$ cat config.mk
export PLATFORM = sky130hd
export DESIGN_NAME = ifu_icache
export DESIGN_NICKNAME = d
export VERILOG_FILES = /design/src/rtl/ifu_icache.sv
export SDC_FILE = /design/constraint.sdc
export NUM_CORES = 1
export LEC_CHECK = 0
export BUFFER_PORTS_ARGS = -buffer_cell sky130_fd_sc_hd__buf_2
export CORE_ASPECT_RATIO = 0.75
export CORE_UTILIZATION = 35
export DETAILED_ROUTE_END_ITERATION = 10
export GPL_TIMING_DRIVEN = 1
export PLACE_DENSITY = 0.51
export RECOVER_POWER = 100
export SLEW_MARGIN = 20
export SYNTH_ARGS = -nofsm -noshare
export SYNTH_HDL_FRONTEND = slang
export SYNTH_SLANG_ARGS = --single-unit
$ cat constraint.sdc
create_clock -name Clock -period 7.1 [get_ports Clock]
set_input_delay 1.42 -clock Clock [delete_from_list [all_inputs] [get_ports Clock]]
set_output_delay 1.42 -clock Clock [all_outputs]
set_load 0.02 [all_outputs]
$ cat src/rtl/ifu_icache.sv
// Fully associative read-only instruction line cache with a single
// outstanding miss, fill bypass and round-robin replacement.
module ifu_icache #(
  parameter int NUM_TAGS     = 4,
  parameter int NUM_LINES    = 4,
  parameter int TAG_WIDTH    = 6,
  parameter int LINE_WIDTH   = 32,
  parameter int ADDR_WIDTH   = 32,
  parameter int OFFSET_WIDTH = 5
) (
  input  logic                  Clock,
  input  logic                  Rst,
  input  logic [ADDR_WIDTH-1:0] cpu_reqAddrIn,
  output logic [ADDR_WIDTH-1:0] cpu_rspAddrOut,
  output logic [LINE_WIDTH-1:0] cpu_rspInsLineOut,
  output logic                  cpu_rspInsLineValidOut,
  input  logic [TAG_WIDTH-1:0]  mem_rspTagIn,
  input  logic [LINE_WIDTH-1:0] mem_rspInsLineIn,
  input  logic                  mem_rspInsLineValidIn,
  output logic [TAG_WIDTH-1:0]  mem_reqTagOut,
  output logic                  mem_reqTagValidOut
);

  localparam int IDX_W = (NUM_TAGS > 1) ? $clog2(NUM_TAGS) : 1;

  typedef enum logic {IDLE, WAIT} stateT;

  stateT                 stateReg, stateNext;
  logic [TAG_WIDTH-1:0]  pendTagReg, pendTagNext;
  logic [IDX_W-1:0]      rrPtrReg, rrPtrNext;

  logic                  validReg [NUM_TAGS];
  logic [TAG_WIDTH-1:0]  tagReg   [NUM_TAGS];
  logic [LINE_WIDTH-1:0] lineReg  [NUM_LINES];

  logic [TAG_WIDTH-1:0]  reqTag;
  logic [NUM_TAGS-1:0]   hitVec, fillMatchVec, invalidVec;
  logic                  bypass, hit;
  logic [LINE_WIDTH-1:0] hitLine;
  logic [IDX_W-1:0]      victimIdx;
  logic                  matchFound, invalidFound, rrAdvance;

  // Address bits above the tag field are ignored, so such addresses alias.
  assign reqTag = cpu_reqAddrIn[OFFSET_WIDTH+TAG_WIDTH-1:OFFSET_WIDTH];

  generate
    for (genvar gi = 0; gi < NUM_TAGS; gi++) begin : gEntry
      assign hitVec[gi]       = validReg[gi] && (tagReg[gi] == reqTag);
      assign fillMatchVec[gi] = validReg[gi] && (tagReg[gi] == mem_rspTagIn);
      assign invalidVec[gi]   = !validReg[gi];
    end
  endgenerate

  // A fill for the looked-up tag in the same cycle counts as a hit.
  assign bypass = mem_rspInsLineValidIn && (mem_rspTagIn == reqTag);
  assign hit    = bypass || (|hitVec);

  // Hit data mux; entries never hold duplicate tags, so OR-ing is safe.
  always_comb begin
    hitLine = '0;
    for (int i = 0; i < NUM_TAGS; i++) begin
      if (hitVec[i]) hitLine = hitLine | lineReg[i];
    end
    if (bypass) hitLine = mem_rspInsLineIn;
  end

  // Victim choice: same tag in place, else lowest invalid, else round-robin.
  always_comb begin
    victimIdx    = rrPtrReg;
    matchFound   = 1'b0;
    invalidFound = 1'b0;
    for (int i = NUM_TAGS - 1; i >= 0; i--) begin
      if (invalidVec[i]) begin
        victimIdx    = IDX_W'(i);
        invalidFound = 1'b1;
      end
    end
    for (int i = 0; i < NUM_TAGS; i++) begin
      if (fillMatchVec[i]) begin
        victimIdx  = IDX_W'(i);
        matchFound = 1'b1;
      end
    end
    rrAdvance = mem_rspInsLineValidIn && !matchFound && !invalidFound;
    rrPtrNext = rrPtrReg;
    if (rrAdvance) begin
      rrPtrNext = (rrPtrReg == IDX_W'(NUM_TAGS - 1)) ? '0 : rrPtrReg + 1'b1;
    end
  end

  // Miss FSM: one outstanding tag request, released by the matching fill.
  always_comb begin
    stateNext   = stateReg;
    pendTagNext = pendTagReg;
    case (stateReg)
      IDLE: begin
        if (!hit) begin
          pendTagNext = reqTag;
          stateNext   = WAIT;
        end
      end
      WAIT: begin
        if (mem_rspInsLineValidIn && (mem_rspTagIn == pendTagReg)) stateNext = IDLE;
      end
      default: stateNext = IDLE;
    endcase
  end

  // Valid bits and replacement pointer, cleared by reset.
  always_ff @(posedge Clock) begin
    if (!Rst) begin
      for (int i = 0; i < NUM_TAGS; i++) validReg[i] <= 1'b0;
      rrPtrReg <= '0;
    end else begin
      if (mem_rspInsLineValidIn) validReg[victimIdx] <= 1'b1;
      rrPtrReg <= rrPtrNext;
    end
  end

  // Tag and line storage; contents are don't-care while invalid.
  always_ff @(posedge Clock) begin
    if (mem_rspInsLineValidIn) begin
      tagReg[victimIdx]  <= mem_rspTagIn;
      lineReg[victimIdx] <= mem_rspInsLineIn;
    end
  end

  // State and registered outputs; on a miss the CPU address/line hold.
  always_ff @(posedge Clock) begin
    if (!Rst) begin
      stateReg               <= IDLE;
      pendTagReg             <= '0;
      cpu_rspAddrOut         <= '0;
      cpu_rspInsLineOut      <= '0;
      cpu_rspInsLineValidOut <= 1'b0;
      mem_reqTagOut          <= '0;
      mem_reqTagValidOut     <= 1'b0;
    end else begin
      stateReg               <= stateNext;
      pendTagReg             <= pendTagNext;
      cpu_rspInsLineValidOut <= hit;
      if (hit) begin
        cpu_rspAddrOut    <= cpu_reqAddrIn;
        cpu_rspInsLineOut <= hitLine;
      end
      mem_reqTagOut      <= pendTagNext;
      mem_reqTagValidOut <= (stateNext == WAIT);
    end
  end

endmodule

Yosys cells after proc, flatten, opt, wreduce, memory -nomap -nowiden --
Memories as Yosys holds them, arrays and structs flattened. Index checks and enable logic that the tools add are counted.
Cells by class: add/sub/neg operators 1, $mul 0, div/mod/pow operators 0, order comparisons 0, equal/unequal tests 11, shift-type cells 0, mux-type cells 33, bitwise gates (word level) 5, reduce and logical (&&, ||, !) cells 18
Operators by type and width (number):
- $mux 32 | 5
- $or 32x32->32 | 3
- $eq 6x6->1 | 10
- $mux 2 | 10
- $mux 1 | 17
- $logic_and 1x1->1 | 12
- $reduce_or 4->1 | 1
- $add 2x1->2 const B | 1
- $eq 2x2->1 const B | 1
- $logic_not 1->1 | 2
- $not 1->1 | 2
- $pmux 1 s2 | 1
- $reduce_and 2->1 | 1
- $logic_or 1x1->1 | 1
- $reduce_or 1->1 | 1
Word-level totals: flip-flop bits (word level) 74, bits in latches 0, RAM bits 156, memory bits (read-only) 0, bits of input ports 73, output and inout bits 72, word-level logic and storage cells 77, memories 3
Memory list:
- lineReg | depth 4, bits a word 32, rd ports 4, clocked after memory_dff 0, wr ports 1, RTL line 34 | logic [LINE_WIDTH-1:0] lineReg [NUM_LINES];
- tagReg | depth 4, bits a word 6, rd ports 4, clocked after memory_dff 0, wr ports 1, RTL line 33 | logic [TAG_WIDTH-1:0] tagReg [NUM_TAGS];
- validReg | depth 4, bits a word 1, rd ports 4, clocked after memory_dff 0, wr ports 4, RTL line 32 | logic validReg [NUM_TAGS];

Logic depth before layout (Yosys ltp) --
Gate-level depths: netlist of the first run.
word-level depth 10, gate-level depth with buffers 9, mapped depth without buffers 6

Least setup slack after synthesis of the first run --
Ideal clock, no wire load.
path kind input to register, start point input mem_rspTagIn[2], end point memory lineReg[0][0], enable pin, setup time 491 ps, arrival time 5352 ps, data required time 6609 ps, path slack 1257 ps, stages on the path 6, path buffers 1, cells stage by stage buf_2 -> xor2_1 -> nor4_1 -> nand4_1 -> o2bb2ai_1 -> nor3b_1
Between the ends: longest elaborated chain between the ends 6, elaborated cells between the ends (all ways) 12
RTL lines:
- start: declaration | RTL line 17 | input logic [TAG_WIDTH-1:0] mem_rspTagIn,
- $eq 6x6->1 | RTL line 49 | assign fillMatchVec[gi] = validReg[gi] && (tagReg[gi] == mem_rspTagIn);
- $logic_and 1x1->1 | RTL line 49
- $mux 2 (3 in series) | RTL line 79 | if (fillMatchVec[i]) begin
- $mux 2 * | RTL line 79
- end: declaration | RTL line 34
Every way passes the cells marked *; elsewhere a longest branch is shown, timed or not.

Final worst setup path of the first run --
start point input cpu_reqAddrIn[5], end point register cpu_rspAddrOut[27]
Between the ends: longest elaborated chain between the ends 4, elaborated cells between the ends (all ways) 12
RTL lines:
- start: declaration | RTL line 13 | input logic [ADDR_WIDTH-1:0] cpu_reqAddrIn,
- $eq 6x6->1 | RTL line 48 | assign hitVec[gi] = validReg[gi] && (tagReg[gi] == reqTag);
- $logic_and 1x1->1 | RTL line 48
- $reduce_or 4->1 | RTL line 56 | assign hit = bypass || (|hitVec);
- $logic_or 1x1->1 * | RTL line 56
- end signal: assignment | RTL line 143 | cpu_rspAddrOut <= cpu_reqAddrIn;
- end: declaration | RTL line 14 | output logic [ADDR_WIDTH-1:0] cpu_rspAddrOut,
Marked as above. A chain may end at the register's enable or synchronous reset.

==> results of run 1 <==
==> critical path, cell delays in order <==
cell and delay [ns]:
clkbuf_1 0.40, xor2_1 0.29, nor4_4 0.08, clkbuf_1 0.73, nor4_2 1.16, clkbuf_2 1.04, nand3_1 0.20, a21boi_0 0.29
==> registers in the layout, indices dropped and copies added (netlist names) <==
signal	count
cpu_rspAddrOut	32
cpu_rspInsLineValidOut	1
cpu_rspInsLineOut	32
rrPtrReg	2
pendTagReg	6
tagReg	24
stateReg	1
validReg	4
lineReg	128
==> logic make-up (layout without fill, tap and decap cells) <==
logic type               count (synthesis)  in the layout  share of synthesized area, %
buffers and inverters                   67            200                          3.21
AO/OA/AOI/OAI                          239            239                          17.7
flip-flops                             230            230                          67.0
adder cells (fa/ha/maj)                  1              1                         0.137
XOR/XNOR                                60             60                          5.74
AND/OR/NAND/NOR                         89             89                          5.29
multiplexers                             8              8                         0.874
other                                    0              2                             0
==> synthesized netlist by cell type, types with 3 or more instances <==
library cell  count
edfxtp_1        153
dfxtp_1          77
o21ai_0          68
a21oi_1          65
clkbuf_1         44
xnor2_1          42
nand3_1          37
a222oi_1         32
a41o_1           32
a21boi_1         30
nand2_1          20
xor2_1           18
buf_2            16
nand4_1           9
mux2i_1           8
buf_4             6
nor2_1            5
nor4_2            4
a21boi_0          3
nor3_1            3
nor4_1            3
o21a_1            3
==> final timing paths <==
path	from	slack, ns	endpoint	cells past startpoint
setup reg to reg	tagReg[2][5]	2.71	cpu_rspAddrOut[27]	8
hold reg to reg	cpu_rspAddrOut[13]	0.47	cpu_rspAddrOut[13]	2
hold / removal	cpu_rspAddrOut[13]	0.47	cpu_rspAddrOut[13]	2
setup / recovery	cpu_reqAddrIn[5]	1.85	cpu_rspAddrOut[27]	8
==> report_power, final <==
group	internal (mW)	total [mW]	switching [mW]
combinational	0.0512	0.161	0.110
sequential	1.48	1.50	0.0204
clock	0.675	1.18	0.503
==> area by class of cell <==
cell class	count	area, um^2
Multi-Input combinational cell	397	2780
Sequential cell	230	6140
Tap cell	338	423
Antenna cell	2	5.00
Inverter	1	3.75
Timing Repair Buffer	155	649
Clock inverter	13	71.3
Fill cell	2378	14600
Clock buffer	31	678
==> per-stage QoR <==
| step | cell area [um^2] | utilization [%] | hold slack (ns) | setup slack [ns] |
|---|---|---|---|---|
| floorplan | 9160 | - | 0.452 | 1.26 |
| global placement | 10200 | 40.1 | 0.446 | 2.81 |
| detailed placement | 10200 | 40.1 | 0.455 | 2.76 |
| CTS | 10900 | 43.1 | 0.464 | 3.27 |
| global route | 10700 | 42.4 | 0.487 | 1.51 |
| finish | 10700 | 42.4 | 0.469 | 1.85 |
==> per-layer routing <==
layer,up-vias,track usage [%],share of wire [%]
li1,2942,-,-
met1,3138,23.6,47
met2,216,27.6,45
met3,34,3.30,6.3
met4,0,4.12,1.8
met5,-,0,0
==> flow_metrics.py, run 1 <==
metrics = {
    "finish": {
        "final_common_cell": "edfxtp_1",
        "stdcell_count": 1167,
        "mostFrequentLayoutCells": "153 x edfxtp_1, 119 x clkbuf_1, 77 x dfxtp_1",
        "nets": 883,
        "area_growth_pct": 17.3,
        "drive_above_1_share_pct": 10.9,
    },
    "synth": {
        "synth_nets": 768,
        "synth_cell_types": 38,
        "syn-cell-area_um2": 9160,
        "avgSynthCellArea_um2": 13.2,
        "async_flop_share_pct": 0,
        "yosysTopAreaCell": "edfxtp_1",
        "ys_warn_count": 0,
        "synth_area_leaders": "edfxtp_1 50%, dfxtp_1 17%, xnor2_1 4.0%, o21ai_0 3.7%, a21oi_1 3.6%",
        "yosysTopAreaCellShare_pct": 50.2,
        "netlist_instances": 694,
        "synth-seq-cells": 230,
        "synth_edf_count": 153,
        "seq_area_frac_synth_pct": 67.0,
        "ys.flop_type": "edfxtp_1",
    },
    "clock_tree": {
        "clock-sinks": 230,
        "hold_buffers": 0,
        "cts_setup_buffers": 0,
        "cts_made_buffers": 24,
        "clk_latency_ns": 0.51,
        "cts_root_buffer": "clkbuf_16",
        "clk_path_buf_depth": 3,
        "cts_tree": "built",
        "cts.htree.levels": 1,
        "clk_pin_slew_ns": 0.07,
        "post_cts_resized": 0,
    },
    "timing": {
        "final_max_slew_viol_count": 292,
        "finalSetupViolations": 0,
        "fmax_mhz": 190,
        "rsz0062_at_grt": "no",
        "fin_tns_setup_ns": 0,
        "finalCritPeriodShare_pct": 74.0,
        "finalClockSkew_ns": 0.0130,
        "worst_pin_slew_ns": 3.34,
        "relSlewSlack_pct": -123,
        "finalHoldViolCount": 0,
        "period_needed_ns": 5.25,
    },
    "power": {
        "power_density_nw_per_um2": 264,
        "total_power_mw": 2.84,
        "leakage_nw": 3.64,
        "worst_ir_drop_vdd_mv": 0.158,
    },
    "route": {
        "viasPerCell": 5.42,
        "num_vias": 6330,
        "wl_mm": 23.4,
        "wire_per_inst_um": 20.0,
        "drt_first_pass_iters": 8,
        "drc_errors": 0,
        "drtIter0Drc": 451,
        "ant_nets": 0,
    },
    "placed_design": {
        "post-dp-hpwl_mm": 14.0,
        "io_buffers": 144,
        "place_congestion": 0.877,
        "dp_cells": 1121,
    },
    "die": {
        "dieWidth_um": 189,
        "pin_count": 145,
        "die_h_um": 142,
        "num_rows": 50,
        "initial_core_util_pct": 36.1,
        "die-area_um2": 26800,
        "coreArea_um2": 25300,
    },
    "worst_setup_path": {
        "path_max_fanout": 55,
        "crit_type": "input port to flop",
        "crit_required_ns": 7.52,
        "arrival_ns": 5.67,
        "cp-start-kind": "input port",
        "worst_setup_path_end_kind": "flop",
    },
    "global_route": {
        "grt_first_pass_wirelength_mm": 35.5,
        "grtUsageTotal_pct": 17.1,
        "grt_max_degree": 120,
        "overflow": 0,
        "antenna_found_initial": 2,
        "grt_pass1_vias": 6169,
    },
    "status": {
        "violations": "capacitance limit, slew limit",
        "outcome": "finished with violations",
    },
    "worst_hold_path": {
        "hold_path_class": "flop to flop",
    },
    "job": {
        "max_cap_violations": 6,
    },
}
(Power assumes the default switching activity.)
==> run 2: changes to the inputs <==
==> constraint.sdc (replaced) <==
create_clock -name Clock -period 4.9 [get_ports Clock]
set_input_delay 0.98 -clock Clock [delete_from_list [all_inputs] [get_ports Clock]]
set_output_delay 0.98 -clock Clock [all_outputs]
set_load 0.02 [all_outputs]
==> run 2 against run 1 <==
  * The flow still finishes with violations (capacitance limit, slew limit)
  * Register-to-register slack worse by 1.3 ns
  * Clock power is 59% higher
  * Clock skew is 0.0029 ns lower
  * Hold slack hardly changed
  * Final cell count is 0.43% higher
  * Sequential cell count stayed put
  * Global-route usage hardly changed
  * Routed wire length hardly changed
  * Via count is 0.14% lower
  * Largest power group unchanged
==> flow_metrics.py, run 2 (synthesis results as in run 1) <==
metrics = {
    "status": {
        "outcome": "finished with violations",
        "violations": "capacitance limit, slew limit",
    },
    "route": {
        "drc_errors": 0,
        "ant_nets": 0,
        "drt_first_pass_iters": 7,
        "num_vias": 6321,
        "dr.max_layer_used": "met4",
        "drt-met1-wl_mm": 10.9,
        "viasPerCell": 5.39,
        "wire_per_inst_um": 19.9,
        "met2WireLength_mm": 10.2,
        "wl_mm": 23.3,
        "drtIter0Drc": 580,
        "wl_met3_mm": 1.80,
    },
    "die": {
        "pin_count": 145,
        "num_rows": 50,
        "dieWidth_um": 189,
        "coreArea_um2": 25300,
        "die_h_um": 142,
        "die-area_um2": 26800,
        "initial_core_util_pct": 36.1,
    },
    "timing": {
        "fmax_mhz": 256,
        "period_needed_ns": 3.91,
        "worst_pin_slew_ns": 2.64,
        "final_max_slew_viol_count": 66,
        "rsz0062_at_grt": "no",
        "relSlewSlack_pct": -76.1,
        "finalHoldViolCount": 0,
        "fin_tns_setup_ns": 0,
        "finalCritPeriodShare_pct": 79.8,
        "finalClockSkew_ns": 0.0101,
        "finalSetupViolations": 0,
    },
    "global_route": {
        "grtUsageTotal_pct": 17.0,
        "grt_max_degree": 99,
        "grt_first_pass_wirelength_mm": 35.6,
        "overflow": 0,
        "antenna_found_initial": 1,
        "grt_pass1_vias": 6162,
    },
    "worst_setup_path": {
        "reg2reg_setup_slack_ns": 1.45,
        "ff2ff_path_depth": 6,
        "critPathLaunch": "mem_rspTagIn[2]",
        "crit_required_ns": 5.05,
        "worst_setup_path_end_kind": "flop",
        "path_max_fanout": 24,
        "cp-start-kind": "input port",
        "crit_type": "input port to flop",
        "r2r-end": "lineReg[2][26]",
        "arrival_ns": 4.06,
        "endpoint": "lineReg[2][26]",
        "rr_startpoint": "tagReg[2][2]",
    },
    "clock_tree": {
        "cts_made_buffers": 25,
        "hold_buffers": 0,
        "clock-sinks": 230,
        "clk_latency_ns": 0.52,
        "post_cts_resized": 0,
        "cts_tree": "built",
        "clk_path_buf_depth": 3,
        "clk_pin_slew_ns": 0.06,
        "cts_setup_buffers": 0,
        "cts_root_buffer": "clkbuf_16",
        "cts.htree.levels": 1,
    },
    "power": {
        "pwr-share-seq_pct": 50.6,
        "worst_ir_drop_vdd_mv": 0.266,
        "total_power_mw": 4.29,
        "p_clk_share_pct": 43.9,
        "p_int_mw": 3.35,
        "leakage_nw": 3.72,
        "swShare_pct": 21.9,
        "power_density_nw_per_um2": 395,
        "combPwrFrac_pct": 5.5,
        "switchingPower_mw": 0.940,
    },
    "finish": {
        "mostFrequentLayoutCells": "153 x edfxtp_1, 115 x clkbuf_1, 77 x dfxtp_1",
        "nets": 888,
        "largest_register_ffs": 128,
        "regMostFlops": "lineReg",
        "area_growth_pct": 18.6,
        "fillers": 2415,
        "reg.largest.list": "lineReg x128, cpu_rspAddrOut x32, cpu_rspInsLineOut x32",
        "drive_above_1_share_pct": 11.9,
        "final_common_cell": "edfxtp_1",
    },
    "worst_hold_path": {
        "hold_path_class": "flop to flop",
    },
    "placed_design": {
        "place_congestion": 0.830,
        "io_buffers": 144,
        "post-dp-hpwl_mm": 14.6,
    },
    "job": {
        "max_cap_violations": 1,
    },
}
[run 2: power groups by stage]
stage                     Sequential [mW]  Clock, mW  Combinational, mW
after detailed placement             2.21          0              0.251
after global placement               2.21          0              0.246
final                                2.17       1.88              0.236
after CTS                            2.17       1.93              0.252
after global routing                 2.17       2.01              0.260
after floorplan                      2.22          0              0.129
[run 2: worst max-delay path, cell delays in order]
cell and delay (ns):
clkbuf_1 0.48, xor2_1 0.14, nor4_1 0.31, nand4_1 0.20, o2bb2ai_1 0.52, o211a_1 0.95
clkbuf_1 0.47
[run 2: layer usage]
layer,global-route usage (%),vias to the layer above
met2,27.0,275
met3,3.53,36
met1,23.9,3067
met5,0,-
met4,3.90,0
li1,-,2943
[run 2: cell type report]
class,count,area (um^2),share of cell area [%]
Antenna cell,1,2.50,0.0230
Clock buffer,34,753,6.93
Clock inverter,12,93.8,0.864
Inverter,1,3.75,0.0345
Multi-Input combinational cell,397,2780,25.5
Sequential cell,230,6140,56.5
Tap cell,338,423,3.89
Timing Repair Buffer,159,678,6.24
[run 2: worst min path at each step]
stage                             startpoint            endpoint  slack (ns)  depth (start not counted)
after floorplan                  rrPtrReg[1]         rrPtrReg[1]        0.45                          2
after global placement    cpu_rspAddrOut[30]  cpu_rspAddrOut[30]        0.44                          2
after detailed placement  cpu_rspAddrOut[17]  cpu_rspAddrOut[17]        0.46                          2
after CTS                 cpu_rspAddrOut[16]  cpu_rspAddrOut[16]        0.47                          2
after global routing      cpu_rspAddrOut[19]  cpu_rspAddrOut[19]        0.50                          2
final                     cpu_rspAddrOut[22]  cpu_rspAddrOut[22]        0.47                          2
[run 2: metrics by stage]
| step | instance area (um^2) | hold WS, ns | utilization [%] | setup slack [ns] | std cells |
|---|---|---|---|---|---|
| 5_1_grt | 10900 | 0.499 | 42.9 | 0.760 | 1171 |
| 3_3_place_gp | 10200 | 0.445 | 40.3 | 1.10 | 1125 |
| 3_5_place_dp | 10200 | 0.458 | 40.3 | 1.03 | 1125 |
| 2_1_floorplan | 9170 | 0.452 | - | 0.825 | 694 |
| 6_report | 10900 | 0.469 | 42.9 | 0.992 | 1172 |
| 4_1_cts | 11100 | 0.466 | 43.6 | 1.55 | 1171 |
